## src/rtl/pc_watch_pkg.sv

```systemverilog
// Shared encodings for the PC watch / register dump monitor.
package pc_watch_pkg;

  typedef enum logic [1:0] {
    CAUSE_NONE     = 2'b00,
    CAUSE_BP       = 2'b01,
    CAUSE_LIMIT    = 2'b10,
    CAUSE_MISALIGN = 2'b11
  } cause_e;

  typedef enum logic [1:0] {
    S_IDLE = 2'b00,
    S_RUN  = 2'b01,
    S_DUMP = 2'b10,
    S_DONE = 2'b11
  } state_e;

  // Captured PC and cycle count precede the register words.
  localparam int DUMP_HDR_WORDS = 2;

  function automatic int bp_idx_w(input int n);
    return (n > 1) ? $clog2(n) : 1;
  endfunction

endpackage

```

## src/rtl/pc_watch_dump_if.sv

```systemverilog
// Valid/ready stream carrying the halt snapshot out of the monitor.
interface pc_watch_dump_if #(
  parameter int DATA_W = 32
);
  logic              dump_valid;
  logic [DATA_W-1:0] dump_data;
  logic              dump_last;
  logic              dump_ready;

  modport master (
    output dump_valid,
    output dump_data,
    output dump_last,
    input  dump_ready
  );

  modport slave (
    input  dump_valid,
    input  dump_data,
    input  dump_last,
    output dump_ready
  );
endinterface

```

## src/rtl/pc_bp_match.sv

```systemverilog
// Breakpoint slot registers with a parallel PC comparator.
module pc_bp_match
  import pc_watch_pkg::*;
#(
  parameter int ADDR_W = 32,
  parameter int NUM_BP = 4
) (
  input  logic                        clk,
  input  logic                        rstn,
  input  logic                        bp_we,
  input  logic [bp_idx_w(NUM_BP)-1:0] bp_idx,
  input  logic [ADDR_W-1:0]           bp_addr,
  input  logic                        bp_en,
  input  logic [ADDR_W-1:0]           pc,
  output logic                        bp_hit
);

  localparam int BP_IDX_W = bp_idx_w(NUM_BP);

  logic [ADDR_W-1:0] addr_q [NUM_BP];
  logic [NUM_BP-1:0] en_q;
  logic [NUM_BP-1:0] match;

  // Slot decode compares against each legal index so out-of-range writes are dropped.
  always_ff @(posedge clk or negedge rstn) begin
    if (!rstn) begin
      for (int i = 0; i < NUM_BP; i++) begin
        addr_q[i] <= '0;
      end
      en_q <= '0;
    end else begin
      for (int i = 0; i < NUM_BP; i++) begin
        if (bp_we && (bp_idx == BP_IDX_W'(i))) begin
          addr_q[i] <= bp_addr;
          en_q[i]   <= bp_en;
        end
      end
    end
  end

  always_comb begin
    match = '0;
    for (int i = 0; i < NUM_BP; i++) begin
      match[i] = en_q[i] && (addr_q[i] == pc);
    end
  end

  assign bp_hit = |match;

endmodule

```

## src/rtl/pc_watch_dump.sv

```systemverilog
// Debug monitor: gates the CPU clock enable, halts on breakpoint / limit /
// misaligned PC, then streams PC, cycle count and the register file.
//
// state  | meaning
// S_IDLE | waiting for start, CPU held
// S_RUN  | CPU enabled until a halt condition is seen
// S_DUMP | streaming snapshot words, CPU held
// S_DONE | snapshot complete, halted; start re-arms
module pc_watch_dump
  import pc_watch_pkg::*;
#(
  parameter int ADDR_W   = 32,
  parameter int DATA_W   = 32,
  parameter int NUM_BP   = 4,
  parameter int NUM_REGS = 32,
  parameter int CNT_W    = 32
) (
  input  logic                        clk,
  input  logic                        rstn,
  input  logic                        start,
  input  logic                        bp_we,
  input  logic [bp_idx_w(NUM_BP)-1:0] bp_idx,
  input  logic [ADDR_W-1:0]           bp_addr,
  input  logic                        bp_en,
  input  logic [CNT_W-1:0]            cycle_limit,
  input  logic [ADDR_W-1:0]           pc,
  output logic                        cpu_en,
  output logic [4:0]                  reg_sel,
  input  logic [DATA_W-1:0]           reg_data,
  output logic                        halted,
  output logic [1:0]                  cause,
  output logic                        busy,
  pc_watch_dump_if.master             dump
);

  localparam int TOTAL = NUM_REGS + DUMP_HDR_WORDS;
  localparam int IDX_W = $clog2(TOTAL + 1);

  state_e            state;
  cause_e            cause_q;
  cause_e            hit_cause;
  logic [CNT_W-1:0]  cycle_cnt;
  logic [ADDR_W-1:0] cap_pc;
  logic [IDX_W-1:0]  idx;
  logic [IDX_W-1:0]  reg_idx;
  logic [DATA_W-1:0] next_word;
  logic              bp_hit;
  logic              misaligned;
  logic              limit_hit;
  logic              hit;
  logic              load;
  logic              last_hs;

  pc_bp_match #(
    .ADDR_W (ADDR_W),
    .NUM_BP (NUM_BP)
  ) u_bp_match (
    .clk     (clk),
    .rstn    (rstn),
    .bp_we   (bp_we),
    .bp_idx  (bp_idx),
    .bp_addr (bp_addr),
    .bp_en   (bp_en),
    .pc      (pc),
    .bp_hit  (bp_hit)
  );

  assign misaligned = (pc[1:0] != 2'b00);
  assign limit_hit  = (cycle_limit != '0) && (cycle_cnt == cycle_limit);
  assign hit        = misaligned || bp_hit || limit_hit;

  // Combinational so the hitting instruction is never committed.
  assign cpu_en = (state == S_RUN) && !hit;

  assign load    = !dump.dump_valid || dump.dump_ready;
  assign last_hs = dump.dump_valid && dump.dump_ready && dump.dump_last;

  // reg_sel points at the register whose word is loaded on the coming edge.
  assign reg_idx = idx - IDX_W'(DUMP_HDR_WORDS);
  assign reg_sel = ((state == S_DUMP) && (idx >= IDX_W'(DUMP_HDR_WORDS)) && (idx < IDX_W'(TOTAL)))
                   ? 5'(reg_idx) : 5'd0;

  always_comb begin
    hit_cause = CAUSE_LIMIT;
    if (misaligned) begin
      hit_cause = CAUSE_MISALIGN;
    end else if (bp_hit) begin
      hit_cause = CAUSE_BP;
    end
  end

  always_comb begin
    next_word = reg_data;
    if (idx == IDX_W'(0)) begin
      next_word = DATA_W'(cap_pc);
    end else if (idx == IDX_W'(1)) begin
      next_word = DATA_W'(cycle_cnt);
    end
  end

  assign cause = cause_q;

  always_ff @(posedge clk or negedge rstn) begin
    if (!rstn) begin
      state           <= S_IDLE;
      cause_q         <= CAUSE_NONE;
      cycle_cnt       <= '0;
      cap_pc          <= '0;
      idx             <= '0;
      halted          <= 1'b0;
      busy            <= 1'b0;
      dump.dump_valid <= 1'b0;
      dump.dump_data  <= '0;
      dump.dump_last  <= 1'b0;
    end else begin
      unique case (state)
        S_IDLE, S_DONE: begin
          if (start) begin
            state     <= S_RUN;
            cycle_cnt <= '0;
            cause_q   <= CAUSE_NONE;
            halted    <= 1'b0;
            busy      <= 1'b1;
          end
        end
        S_RUN: begin
          if (hit) begin
            state   <= S_DUMP;
            cap_pc  <= pc;
            cause_q <= hit_cause;
            idx     <= '0;
            halted  <= 1'b1;
          end else if (cycle_cnt != '1) begin
            cycle_cnt <= cycle_cnt + CNT_W'(1);
          end
        end
        S_DUMP: begin
          if (last_hs) begin
            state           <= S_DONE;
            busy            <= 1'b0;
            dump.dump_valid <= 1'b0;
            dump.dump_last  <= 1'b0;
          end else if (load && (idx < IDX_W'(TOTAL))) begin
            dump.dump_valid <= 1'b1;
            dump.dump_data  <= next_word;
            dump.dump_last  <= (idx == IDX_W'(TOTAL - 1));
            idx             <= idx + IDX_W'(1);
          end
        end
        default: state <= S_IDLE;
      endcase
    end
  end

endmodule

```

## src/flat_wrapper.sv

```systemverilog
// flat-port wrapper written by rule: the top's interface ports become plain ports
module pc_watch_dump_flat import pc_watch_pkg::*;
#(
  parameter int ADDR_W   = 32,
  parameter int DATA_W   = 32,
  parameter int NUM_BP   = 4,
  parameter int NUM_REGS = 32,
  parameter int CNT_W    = 32
)
  (clk, rstn, start, bp_we, bp_idx, bp_addr, bp_en, cycle_limit, pc, cpu_en, reg_sel, reg_data, halted, cause, busy, dump_dump_valid, dump_dump_data, dump_dump_last, dump_dump_ready);
  pc_watch_dump_if #(.DATA_W(DATA_W)) dump_i ();
  input  logic clk;
  input  logic rstn;
  input  logic start;
  input  logic bp_we;
  input  logic [bp_idx_w(NUM_BP)-1:0] bp_idx;
  input  logic [ADDR_W-1:0] bp_addr;
  input  logic bp_en;
  input  logic [CNT_W-1:0] cycle_limit;
  input  logic [ADDR_W-1:0] pc;
  output logic cpu_en;
  output logic [4:0] reg_sel;
  input  logic [DATA_W-1:0] reg_data;
  output logic halted;
  output logic [1:0] cause;
  output logic busy;
  output wire logic [$bits(dump_i.dump_valid)-1:0] dump_dump_valid;
  output wire logic [$bits(dump_i.dump_data)-1:0] dump_dump_data;
  output wire logic [$bits(dump_i.dump_last)-1:0] dump_dump_last;
  input wire logic [$bits(dump_i.dump_ready)-1:0] dump_dump_ready;
  assign dump_dump_valid = dump_i.dump_valid;
  assign dump_dump_data = dump_i.dump_data;
  assign dump_dump_last = dump_i.dump_last;
  assign dump_i.dump_ready = dump_dump_ready;
  pc_watch_dump #(.ADDR_W(ADDR_W), .DATA_W(DATA_W), .NUM_BP(NUM_BP), .NUM_REGS(NUM_REGS), .CNT_W(CNT_W)) u_core (.clk(clk), .rstn(rstn), .start(start), .bp_we(bp_we), .bp_idx(bp_idx), .bp_addr(bp_addr), .bp_en(bp_en), .cycle_limit(cycle_limit), .pc(pc), .cpu_en(cpu_en), .reg_sel(reg_sel), .reg_data(reg_data), .halted(halted), .cause(cause), .busy(busy), .dump(dump_i));
endmodule
```

## config.mk

```make
export PLATFORM = sky130hd
export DESIGN_NAME = pc_watch_dump_flat
export DESIGN_NICKNAME = d
export VERILOG_FILES = /design/src/rtl/pc_watch_pkg.sv /design/src/rtl/pc_watch_dump_if.sv /design/src/rtl/pc_bp_match.sv /design/src/rtl/pc_watch_dump.sv /design/src/flat_wrapper.sv
export SDC_FILE = /design/constraint.sdc
export NUM_CORES = 1
export LEC_CHECK = 0
export ABC_AREA = 1
export BUFFER_PORTS_ARGS = -buffer_cell sky130_fd_sc_hd__buf_2
export CAP_MARGIN = 20
export CORE_MARGIN = 5
export CORE_UTILIZATION = 50
export DETAILED_ROUTE_END_ITERATION = 12
export GPL_TIMING_DRIVEN = 0
export PLACE_DENSITY = 0.71
export SLEW_MARGIN = 20
export SYNTH_ARGS = -nofsm -noshare
export SYNTH_HDL_FRONTEND = slang
export SYNTH_SLANG_ARGS = --single-unit
```

## constraint.sdc

```tcl
create_clock -name clk -period 3.25 [get_ports clk]
set_input_delay 0.325 -clock clk [delete_from_list [all_inputs] [get_ports clk]]
set_output_delay 0.325 -clock clk [all_outputs]
set_load 0.01 [all_outputs]
```

**Yosys cells after proc, flatten, opt, wreduce, memory -nomap -nowiden**

Cells that the tools add are included.

- Register bits: 242
- Input bits: 136
- Word-level logic and storage cells: 114

- Add/sub/neg operators: 3
- $lt $le $gt $ge: 2
- Equality and inequality tests: 21
- Mux-type cells: 30
- Bitwise logic cells: 1
- Reductions and logical operators: 39

Operators with widths:

| cell | count |
|---|---|
| == test 32 bit | 5 |
| 2-to-1 mux 32 bit | 5 |
| case mux 32 bit (2 select lines) | 1 |
| adder 32 x 1 -> 32 bit (second input constant) | 1 |
| != test 32 bit (second input constant) | 1 |
| nonzero test 32 bit | 1 |
| 2-to-1 mux 6 bit | 3 |
| logical AND 1 bit | 15 |
| 2-to-1 mux 2 bit | 7 |
| case mux 6 bit (2 select lines) | 1 |
| AND reduction 3 bit | 4 |
| != test 2 bit (second input constant) | 5 |
| nonzero test 2 bit | 5 |
| == test 2 bit (second input constant) | 4 |
| 2-to-1 mux 1 bit | 8 |
| AND reduction 4 bit | 2 |
| adder 6 x 1 -> 6 bit (second input constant) | 1 |
| == test 6 x 1 -> 1 bit (second input constant) | 1 |
| == test 6 bit (second input constant) | 1 |
| greater-or-equal comparator 6 x 2 -> 1 bit (second input constant) | 1 |
| zero test 6 bit | 1 |
| less-than comparator 6 bit (second input constant) | 1 |
| case mux 2 bit (3 select lines) | 1 |
| 2-to-1 mux 5 bit | 1 |
| other kinds (12) | 20 |

**Logic depth before layout (Yosys ltp)**

Gate-level depths: netlist of the first run.

- Depth in word-level cells: 7
- Gate-level depth with buffers: 19
- Depth with buffers taken out: 17

**Modules after synthesis**

From an unflattened synthesis of the first run, not the netlist that was laid out.

- Cells, all modules: 1,891
- Area total of the unflattened synthesis: 13,593.0 um2

By module, submodules not included:

| module | times used | cells an instance | area an instance (um2) | seq. area each (um2) |
|---|---|---|---|---|
| pc_watch_dump | 1 | 978 | 6,852.8 | 2,752.6 |
| pc_bp_match | 1 | 913 | 6,740.2 | 3,303.2 |

**Worst setup path before layout of the first run**

Ideal clock, no wire load.

- Path type: register -> register
- From: register u_core.cycle_cnt[0]
- To: register u_core.cycle_cnt[29]
- Data arrival time: 2,060 ps
- Data required time: 3,137 ps
- Slack: 1,077 ps
- Stages on the path, launching flop included: 19
- Path buffers: 2
- Cell sequence: dfrtp_1 -> ha_1 -> nand2_1 -> nor2_1 -> nand2_2 -> inv_2 -> nand2_2 -> nor2_2 -> nand2_2 -> nor2_4 -> nand2_2 -> nor2_4 -> nand4_4 -> nand3_2 -> buf_6 -> buf_6 -> nand2_1 -> nand2_1 -> inv_1

- Word-level cells in the longest chain between the ends: 5
- Elaborated cells on any way between the ends: 11
- Those cells by class: 1 x add/sub; 4 x eq/ne; 3 x mux; 3 x reduce/logical

Ends and longest elaborated chain:

| element | line | RTL |
|---|---|---|
| start: declaration | pc_watch_dump.sv:42 | `logic [CNT_W-1:0] cycle_cnt;` |
| start signal: assignment | pc_watch_dump.sv:134 | `cycle_cnt <= cycle_cnt + CNT_W'(1);` |
| branches (longest 5 deep; another with adder 32 x 1 -> 32 bit) | n/a |  |

Parallel ways; which one is timed is not known. The select of a mux whose other input is x is not followed.
A chain may end at the register's enable or synchronous reset.

**Worst setup path after layout of the first run**

- From: register u_core.u_bp_match.addr_q[21] in the netlist's numbering
- To: output port cpu_en

- Word-level cells in the longest chain between the ends: 7

Ends and longest elaborated chain:

| element | line | RTL |
|---|---|---|
| start: declaration | pc_bp_match.sv:20 | `logic [ADDR_W-1:0] addr_q [NUM_BP];` |
| start signal: indexed assignment | pc_bp_match.sv:34 | `addr_q[i] <= bp_addr;` |
| == test 32 bit | pc_bp_match.sv:44 | `match[i] = en_q[i] && (addr_q[i] == pc);` |
| logical AND 1 bit | pc_bp_match.sv:44 |  |
| OR reduction 4 bit | pc_bp_match.sv:48 | `assign bp_hit = \|match;` |
| logical OR 1 bit (2 in a row) | pc_watch_dump.sv:70 | `assign hit = misaligned \|\| bp_hit \|\| limit_hit;` |
| zero test 1 bit | pc_watch_dump.sv:73 | `assign cpu_en = (state == S_RUN) && !hit;` |
| logical AND 1 bit | pc_watch_dump.sv:73 |  |
| end: declaration | flat_wrapper.sv:21 | `output logic cpu_en;` |

Every way passes these cells.

==> summary.txt, run 1 <==
total power draw = 12.8 mW
CTS tree = done
fin. max-slew vios = 0
Layout area overhead = 17.5%
total clock sinks = 242
met2 WL = 20300 um
Top delay family on crit path = simple AND/OR/NAND/NOR gates
synthesized flop and latch total = 242
Post-synth ARST share = 1.00
synthesized cell area = 13400 um^2
Critical-path top delay cell = nand3_1
Final Hold Vio Count = 0
chip width = 174 um
CP max FO = 8
crit share post-route = 0.919
row count = 60
RePlAce Congestion = 0.931
Post-Place Cells = 2343
Top-Level Pins = 180
WL/cell = 17.9 um
DIE AREA = 30200 um^2
CP Buf/Inv Count = 2
post-DP HPWL = 32900 um
clock-pin slew of the registers on the worst-case setup and hold paths = 0.06 ns
Syn Nets = 1978
Slew @ Worst Pin = 0.862 ns
core footprint = 26700 um^2
vias in the first global route = 12600
Initial DRT Pass Iterations = 5
initial antenna violation count = 2
Fmax = 0.335 GHz
Inserted Diodes = 0
DR WL met3 = 2620 um
first-pass GRT wire length = 68200 um
Num CTS Buffers = 27
WS Path Type = reg -> out
crit path DAT = 2.66 ns
Port Buf Inserts = 168
Worst Path Required = 2.92 ns
Die Span Y = 174 um
top layer reached by signal wires = met5
Largest stage delay, worst path = 0.42 ns
drt drc = 0
Post-synth EDFFs = 0
number of DRC markers in iteration 0 = 1189
fin cells = 2393
drt total wl = 42800 um
endpoint class of the critical path = primary output
sum of negative setup slack = 0 ns
FF-to-FF setup slack = 0.44 ns
fin nets = 2177
Clock Tree Buf Depth = 3
final setup vio count = 0
post-route setup slack = 0.264 ns
# Post-CTS Setup Buffers = 0
synth warn = 0
Cells after Synth = 1832
pwr dens = 811 nW/um^2
Most used DFF post-synth = dfrtp_1
DR vias/cell = 5.39
syn_area_per_cell = 7.31 um^2
GR Util All Layers = 0.281
Worst slew margin = 0.425
Routed met1 length = 18400 um
Root Buffer Master = clkbuf_16
Yosys cell types = 34
outcome = finished, final reports clean
Initial Util = 0.502
Post-Place Setup Slack = 0.480 ns
Antenna Nets Post-Route = 0
Final Skew = 0.0122 ns
IR drop worst, VDD = 0.370 mV
RSZ-0062 raised after global routing = no
HP Class = in -> reg
total vias in the final route = 12900
max-cap violation count = 0
largest net degree at the start of global routing = 100
sequential share of the synthesized area = 0.452
critical path launch point type = flip-flop
htree depth = 1
total grt overflow = 0
Clock Latency Late Sink = 0.56 ns
layout cells sized above 1 = 0.128
P_leak = 8.04 nW
Tmin final = 2.99 ns
Cell Chain, Critical Path = o21ai_0 -> nor2_1 -> nand2_1 -> nor2_1 -> nand3_1 -> nand2_1 -> nor3_1 -> nand3_1 -> inv_1 -> buf_2
post-CTS resize count = 0
-- through the flow --
step,area [um^2],hold WS [ns],utilization
floorplan,13400,0.0294,-
global placement,14700,0.463,0.550
detailed placement,14700,0.375,0.552
CTS,15700,0.0667,0.590
global route,15700,0.0882,0.590
finish,15700,0.0819,0.590
-- repair_timing --
item	4_1_cts	5_1_grt
hold buffers	1	0
endpoints found under the setup margin	0	1
hold endpoints to repair	85	0
-- path summary, 6_finish.rpt --
| check | start | to | cells after the start |
|---|---|---|---|
| worst min-delay path | bp_addr[13] | u_core.u_bp_match.addr_q[13]$_DFFE_PN0P_ | 3 |
| worst max register to register | u_core.cycle_cnt[0]$_DFFE_PN0P_ | u_core.cycle_cnt[29]$_DFFE_PN0P_ | 18 |
| worst max-delay path | u_core.u_bp_match.addr_q[21]$_DFFE_PN0P_ | cpu_en | 10 |
| worst min register to register | u_core.cap_pc[11]$_DFFE_PN0P_ | u_core.cap_pc[11]$_DFFE_PN0P_ | 2 |
| min in group asynchronous | rstn | u_core.u_bp_match.addr_q[10]$_DFFE_PN0P_ | 2 |
| max in group asynchronous | rstn | u_core.cycle_cnt[26]$_DFFE_PN0P_ | 4 |
-- synth_stat cells, drive strengths merged, types with 9 or more instances --
cell type | count | area (um^2)
a21oi | 9 | 45.0
buf | 20 | 113
clkbuf | 63 | 236
dfrtp | 242 | 6060
ha | 10 | 125
inv | 213 | 800
nand2 | 588 | 2220
nand3 | 70 | 355
nand4 | 46 | 303
nor2 | 128 | 498
nor3 | 24 | 125
o211ai | 33 | 248
o21ai | 276 | 1380
o22ai | 11 | 68.8
or2 | 12 | 75.1
xnor2 | 35 | 307
xor2 | 42 | 368
-- routing by layer --
layer | global-route usage | up-vias
met5 | 0 | -
met4 | 0.0864 | 4
met3 | 0.0366 | 80
met2 | 0.470 | 442
met1 | 0.384 | 6108
li1 | - | 6256
-- worst reg2reg max path: cells and delay by family, from the launching register on --
kind	cells	cell delay, ns
AND/OR/NAND/NOR	13	1.52
buffers and inverters	4	0.51
flip-flops	1	0.46
adder cells (fa/ha/maj)	1	0.22
-- report_power, final --
part	leakage, nW	internal, mW	total (mW)	switching [mW]
clock	0.502	2.12	3.45	1.32
sequential	3.02	3.92	4.74	0.822
combinational	4.52	1.61	4.58	2.97
-- area by class of cell --
class | count | area [um^2]
clock inverters | 16 | 253
multi-input cells | 1293 | 6180
repair buffers | 171 | 916
well taps | 341 | 427
plain buffers | 82 | 345
flip-flops and latches | 242 | 6060
fillers | 2563 | 10900
clock buffers | 34 | 752
inverters | 214 | 803
-- kinds of logic (layout without fill, tap and decap cells) --
kind of cell             count (synthesis)  after routing  synth area share
buffers and inverters                  297            517            0.0861
adder cells (fa/ha/maj)                 10             10           0.00934
flip-flops                             242            242             0.452
AND/OR/NAND/NOR                        873            873             0.270
XOR/XNOR                                77             77            0.0504
AO/OA/AOI/OAI                          333            333             0.132
-- flip-flops by register name, indices dropped and copies added (netlist names) --
name / count
u_core.u_bp_match.en_q: 4
u_core.cap_pc: 32
u_core.idx: 6
u_core.cycle_cnt: 32
u_core.dump.dump_valid: 1
u_core.dump.dump_last: 1
u_core.halted: 1
u_core.dump.dump_data: 32
u_core.cause: 2
u_core.busy: 1
u_core.u_bp_match.addr_q: 128
u_core.state: 2
-- placed cells by master, fill, tap and decap left out, types with 3 or more instances in the layout --
| cell | netlist | routed |
|---|---|---|
| o211ai_1 | 33 | 33 |
| nor2_1 | 125 | 125 |
| nor3_1 | 23 | 23 |
| inv_1 | 209 | 209 |
| nand2_1 | 584 | 584 |
| clkbuf_16 | 0 | 27 |
| clkbuf_1 | 63 | 64 |
| bufinv_16 | 0 | 6 |
| o21ai_1 | 13 | 13 |
| inv_2 | 4 | 4 |
| dfrtp_1 | 242 | 242 |
| xnor2_1 | 35 | 35 |
| buf_2 | 15 | 182 |
| xor2_1 | 42 | 42 |
| ha_1 | 10 | 10 |
| a21boi_0 | 3 | 3 |
| a21oi_1 | 9 | 9 |
| clkinv_2 | 0 | 7 |
| or2_2 | 12 | 12 |
| nand2_2 | 4 | 4 |
| o22ai_1 | 11 | 11 |
| clkbuf_8 | 0 | 5 |
| nand3_1 | 69 | 69 |
| nand4_1 | 45 | 45 |
| o21ai_0 | 263 | 263 |
No activity file was read; power rests on OpenSTA's default activity.
==> inputs of run 2 (changes only) <==
Settings changed: SYNTH_HIERARCHICAL from default to 1.
==> summary.txt, run 2 <==
endpoint class of the critical path = primary output
Post-synth ARST share = 1.00 (unchanged)
Commonest cells post-synth = 672 x nand2_1, 242 x dfrtp_1, 238 x o21ai_0
initial antenna violation count = 1 (-1)
Routed met1 length = 19800 um (+7.3%)
Clock Latency Late Sink = 0.54 ns (-0.02 ns)
Post-Place Setup Slack = 0.0751 ns (-0.405 ns)
Largest stage delay, worst path = 0.40 ns (-0.02 ns)
FF-to-FF setup slack = 0.36 ns (-0.08 ns)
sequential share of the synthesized area = 0.446 (-0.00679)
HP Class = in -> reg
Clock Tree Buf Depth = 3 (unchanged)
pwr dens = 713 nW/um^2 (-12%)
Root Buffer Master = clkbuf_16
count leader, synth = nand2_1
total vias in the final route = 13700 (+6.4%)
Top-Level Pins = 180 (unchanged)
core footprint = 26900 um^2 (+0.85%)
drt total wl = 50100 um (+17%)
Critical-path top delay cell = dfrtp_1
Most used DFF post-synth = dfrtp_1
Initial Util = 0.506 (+0.00338)
Layout area overhead = 16.9%
Final Skew = 0.0142 ns (+0.00205 ns)
Top delay family on crit path = simple AND/OR/NAND/NOR gates
htree depth = 1 (unchanged)
vias in the first global route = 13300 (+6.1%)
synthesized cell area = 13600 um^2 (+1.5%)
Post-synth EDFFs = 0 (unchanged)
post-route setup slack = 0.159 ns (-0.105 ns)
CTS tree = done
syn_area_per_cell = 7.19 um^2 (-1.6%)
Initial DRT Pass Iterations = 6 (+1)
P_leak = 7.95 nW (-1.1%)
Worst Path Required = 2.92 ns (about the same)
WL/cell = 20.4 um (+14%)
fin. max-slew vios = 0 (unchanged)
post-DP HPWL = 38400 um (+17%)
Syn Nets = 2037 (+3.0%)
CP Buf/Inv Count = 2 (unchanged)
fin nets = 2248 (+3.3%)
crit share post-route = 0.951 (+0.0324)
met2 WL = 23800 um (+17%)
largest net degree at the start of global routing = 98 (-2.0%)
RSZ-0062 raised after global routing = no
Final Hold Slack = 0.0539 ns (-0.0280 ns)
clock-pin slew of the registers on the worst-case setup and hold paths = 0.06 ns (about the same)
DR WL met3 = 3850 um (+47%)
layout cells sized above 1 = 0.138 (+0.0105)
row count = 60 (unchanged)
top layer reached by signal wires = met4
Yosys cell types = 41 (+21%)
Num CTS Buffers = 27 (unchanged)
dominant cells by area after synthesis = dfrtp_1 45%, nand2_1 19%, o21ai_0 8.8%, inv_1 4.8%, nor2_1 4.4%
Fmax = 0.324 GHz (-3.4%)
most common cell after layout, fill and taps aside = nand2_1
critical path launch point type = flip-flop
# Post-CTS Setup Buffers = 0 (unchanged)
Antenna Nets Post-Route = 0 (unchanged)
first-pass GRT wire length = 76400 um (+12%)
crit path DAT = 2.77 ns (+0.11 ns)
Cells after Synth = 1891 (+3.2%)
RePlAce Congestion = 1.02 (+9.2%)
Worst slew margin = 0.360 (-0.0653)
Port Buf Inserts = 179 (+6.5%)
number of flip-flops in the largest register = 128 (unchanged)
DR vias/cell = 5.58 (+3.5%)
sum of negative setup slack = 0 ns (unchanged)
Synth top area share = 0.446 (-0.00679)
drt drc = 0 (unchanged)
Final Hold Vio Count = 0 (unchanged)
IR drop worst, VDD = 0.435 mV (+18%)
Inserted Diodes = 0 (unchanged)
WS Path Type = reg -> out
outcome = finished, final reports clean
Die Span Y = 175 um (+0.71%)
synth warn = 6 (+6)
Cell Chain, Critical Path = xor2_1 -> nor3_1 -> nand3_1 -> nor2_1 -> nor2_1 -> nand2_1 -> nor3_2 -> nand3_1 -> inv_1 -> buf_2
max-cap violation count = 0 (unchanged)
DIE AREA = 30600 um^2 (+1.4%)
GR Util All Layers = 0.320 (+0.0397)
total power draw = 11.3 mW (-11%)
number of DRC markers in iteration 0 = 1441 (+21%)
most frequent cells in the layout = 672 x nand2_1, 242 x dfrtp_1, 238 x o21ai_0, 207 x buf_2, 174 x inv_1
final setup vio count = 0 (unchanged)
Tmin final = 3.09 ns (+0.105 ns)
chip width = 175 um (+0.71%)
Biggest register = u_core/u_bp_match/addr_q
CP max FO = 4 (-4)
total clock sinks = 242 (unchanged)
Final Util = 0.591 (+0.000826)
total grt overflow = 0 (unchanged)
synthesized flop and latch total = 242 (unchanged)
post-synth top area cell = dfrtp_1
Slew @ Worst Pin = 0.960 ns (+0.0979 ns)
-- run 2: changes by cell type after synthesis, moves of 10 or more --
cell / previous run / this run
inv_1: 209 / 174
o21ai_0: 263 / 238
nand2_1: 584 / 672
nor2_1: 125 / 159
or2_2: 12 / 2
clkbuf_1: 63 / 41
buf_2: 15 / 29
xor2_1: 42 / 25
-- run 2: cell type report --
type                            count  area [um^2]
Buffer                             85          425
Clock buffer                       37          783
Clock inverter                     10          109
Fill cell                        2576        11000
Inverter                          184          691
Multi-Input combinational cell   1380         6430
Sequential cell                   242         6060
Tap cell                          341          427
Timing Repair Buffer              182          971
-- run 2: report_power, final --
group | switching [mW] | internal [mW]
sequential | 0.538 | 3.72
combinational | 2.72 | 1.23
clock | 1.27 | 1.83
total | 4.53 | 6.79
-- run 2: kinds of logic (layout without fill, tap and decap cells) --
| group | after synthesis | in the layout | synth area share |
|---|---|---|---|
| and+or+nand+nor | 982 | 982 | 0.294 |
| AOI/OAI and AO/OA | 319 | 319 | 0.125 |
| adders and majority gates | 10 | 10 | 0.00920 |
| DFF | 242 | 242 | 0.446 |
| xor gates and xnor gates | 69 | 69 | 0.0445 |
| buffers and inverters | 269 | 498 | 0.0821 |
-- run 2: metal layers --
metal / up-vias / track usage
met5: - / 0
met4: 0 / 0.149
met1: 6448 / 0.407
li1: 6459 / -
met3: 146 / 0.0433
met2: 668 / 0.546
-- run 2: timing repair --
item | 4_1_cts | 5_1_grt
gates resized for setup | 1 | 0
endpoints found under the setup margin | 1 | 0
hold buffers | 1 | 0
hold endpoints to repair | 51 | 0
-- run 2: per-stage QoR --
step                std cells  area (um^2)
detailed placement       2413        15000
floorplan                1891        13600
global placement         2411        14900
finish                   2461        15900
global route             2461        15900
CTS                      2461        15900
-- run 2: final timing paths --
kind / startpoint / end / depth (start not counted)
worst max-delay path: u_core/u_bp_match/addr_q[74]$_DFFE_PN0P_ / cpu_en / 10
worst min-delay path: pc[22] / u_core/cap_pc[22]$_DFFE_PN0P_ / 3
worst max register to register: u_core/u_bp_match/addr_q[74]$_DFFE_PN0P_ / u_core/cycle_cnt[16]$_DFFE_PN0P_ / 13
worst min register to register: u_core/cap_pc[0]$_DFFE_PN0P_ / u_core/cap_pc[0]$_DFFE_PN0P_ / 2
max in group asynchronous: rstn / u_core/cap_pc[21]$_DFFE_PN0P_ / 4
min in group asynchronous: rstn / u_core/idx[4]$_DFFE_PN0P_ / 2
-- run 2: worst min-delay path, stage by stage --
cell and delay (ns):
buf_2 0.10, nand3_1 0.07, nand2_1 0.06
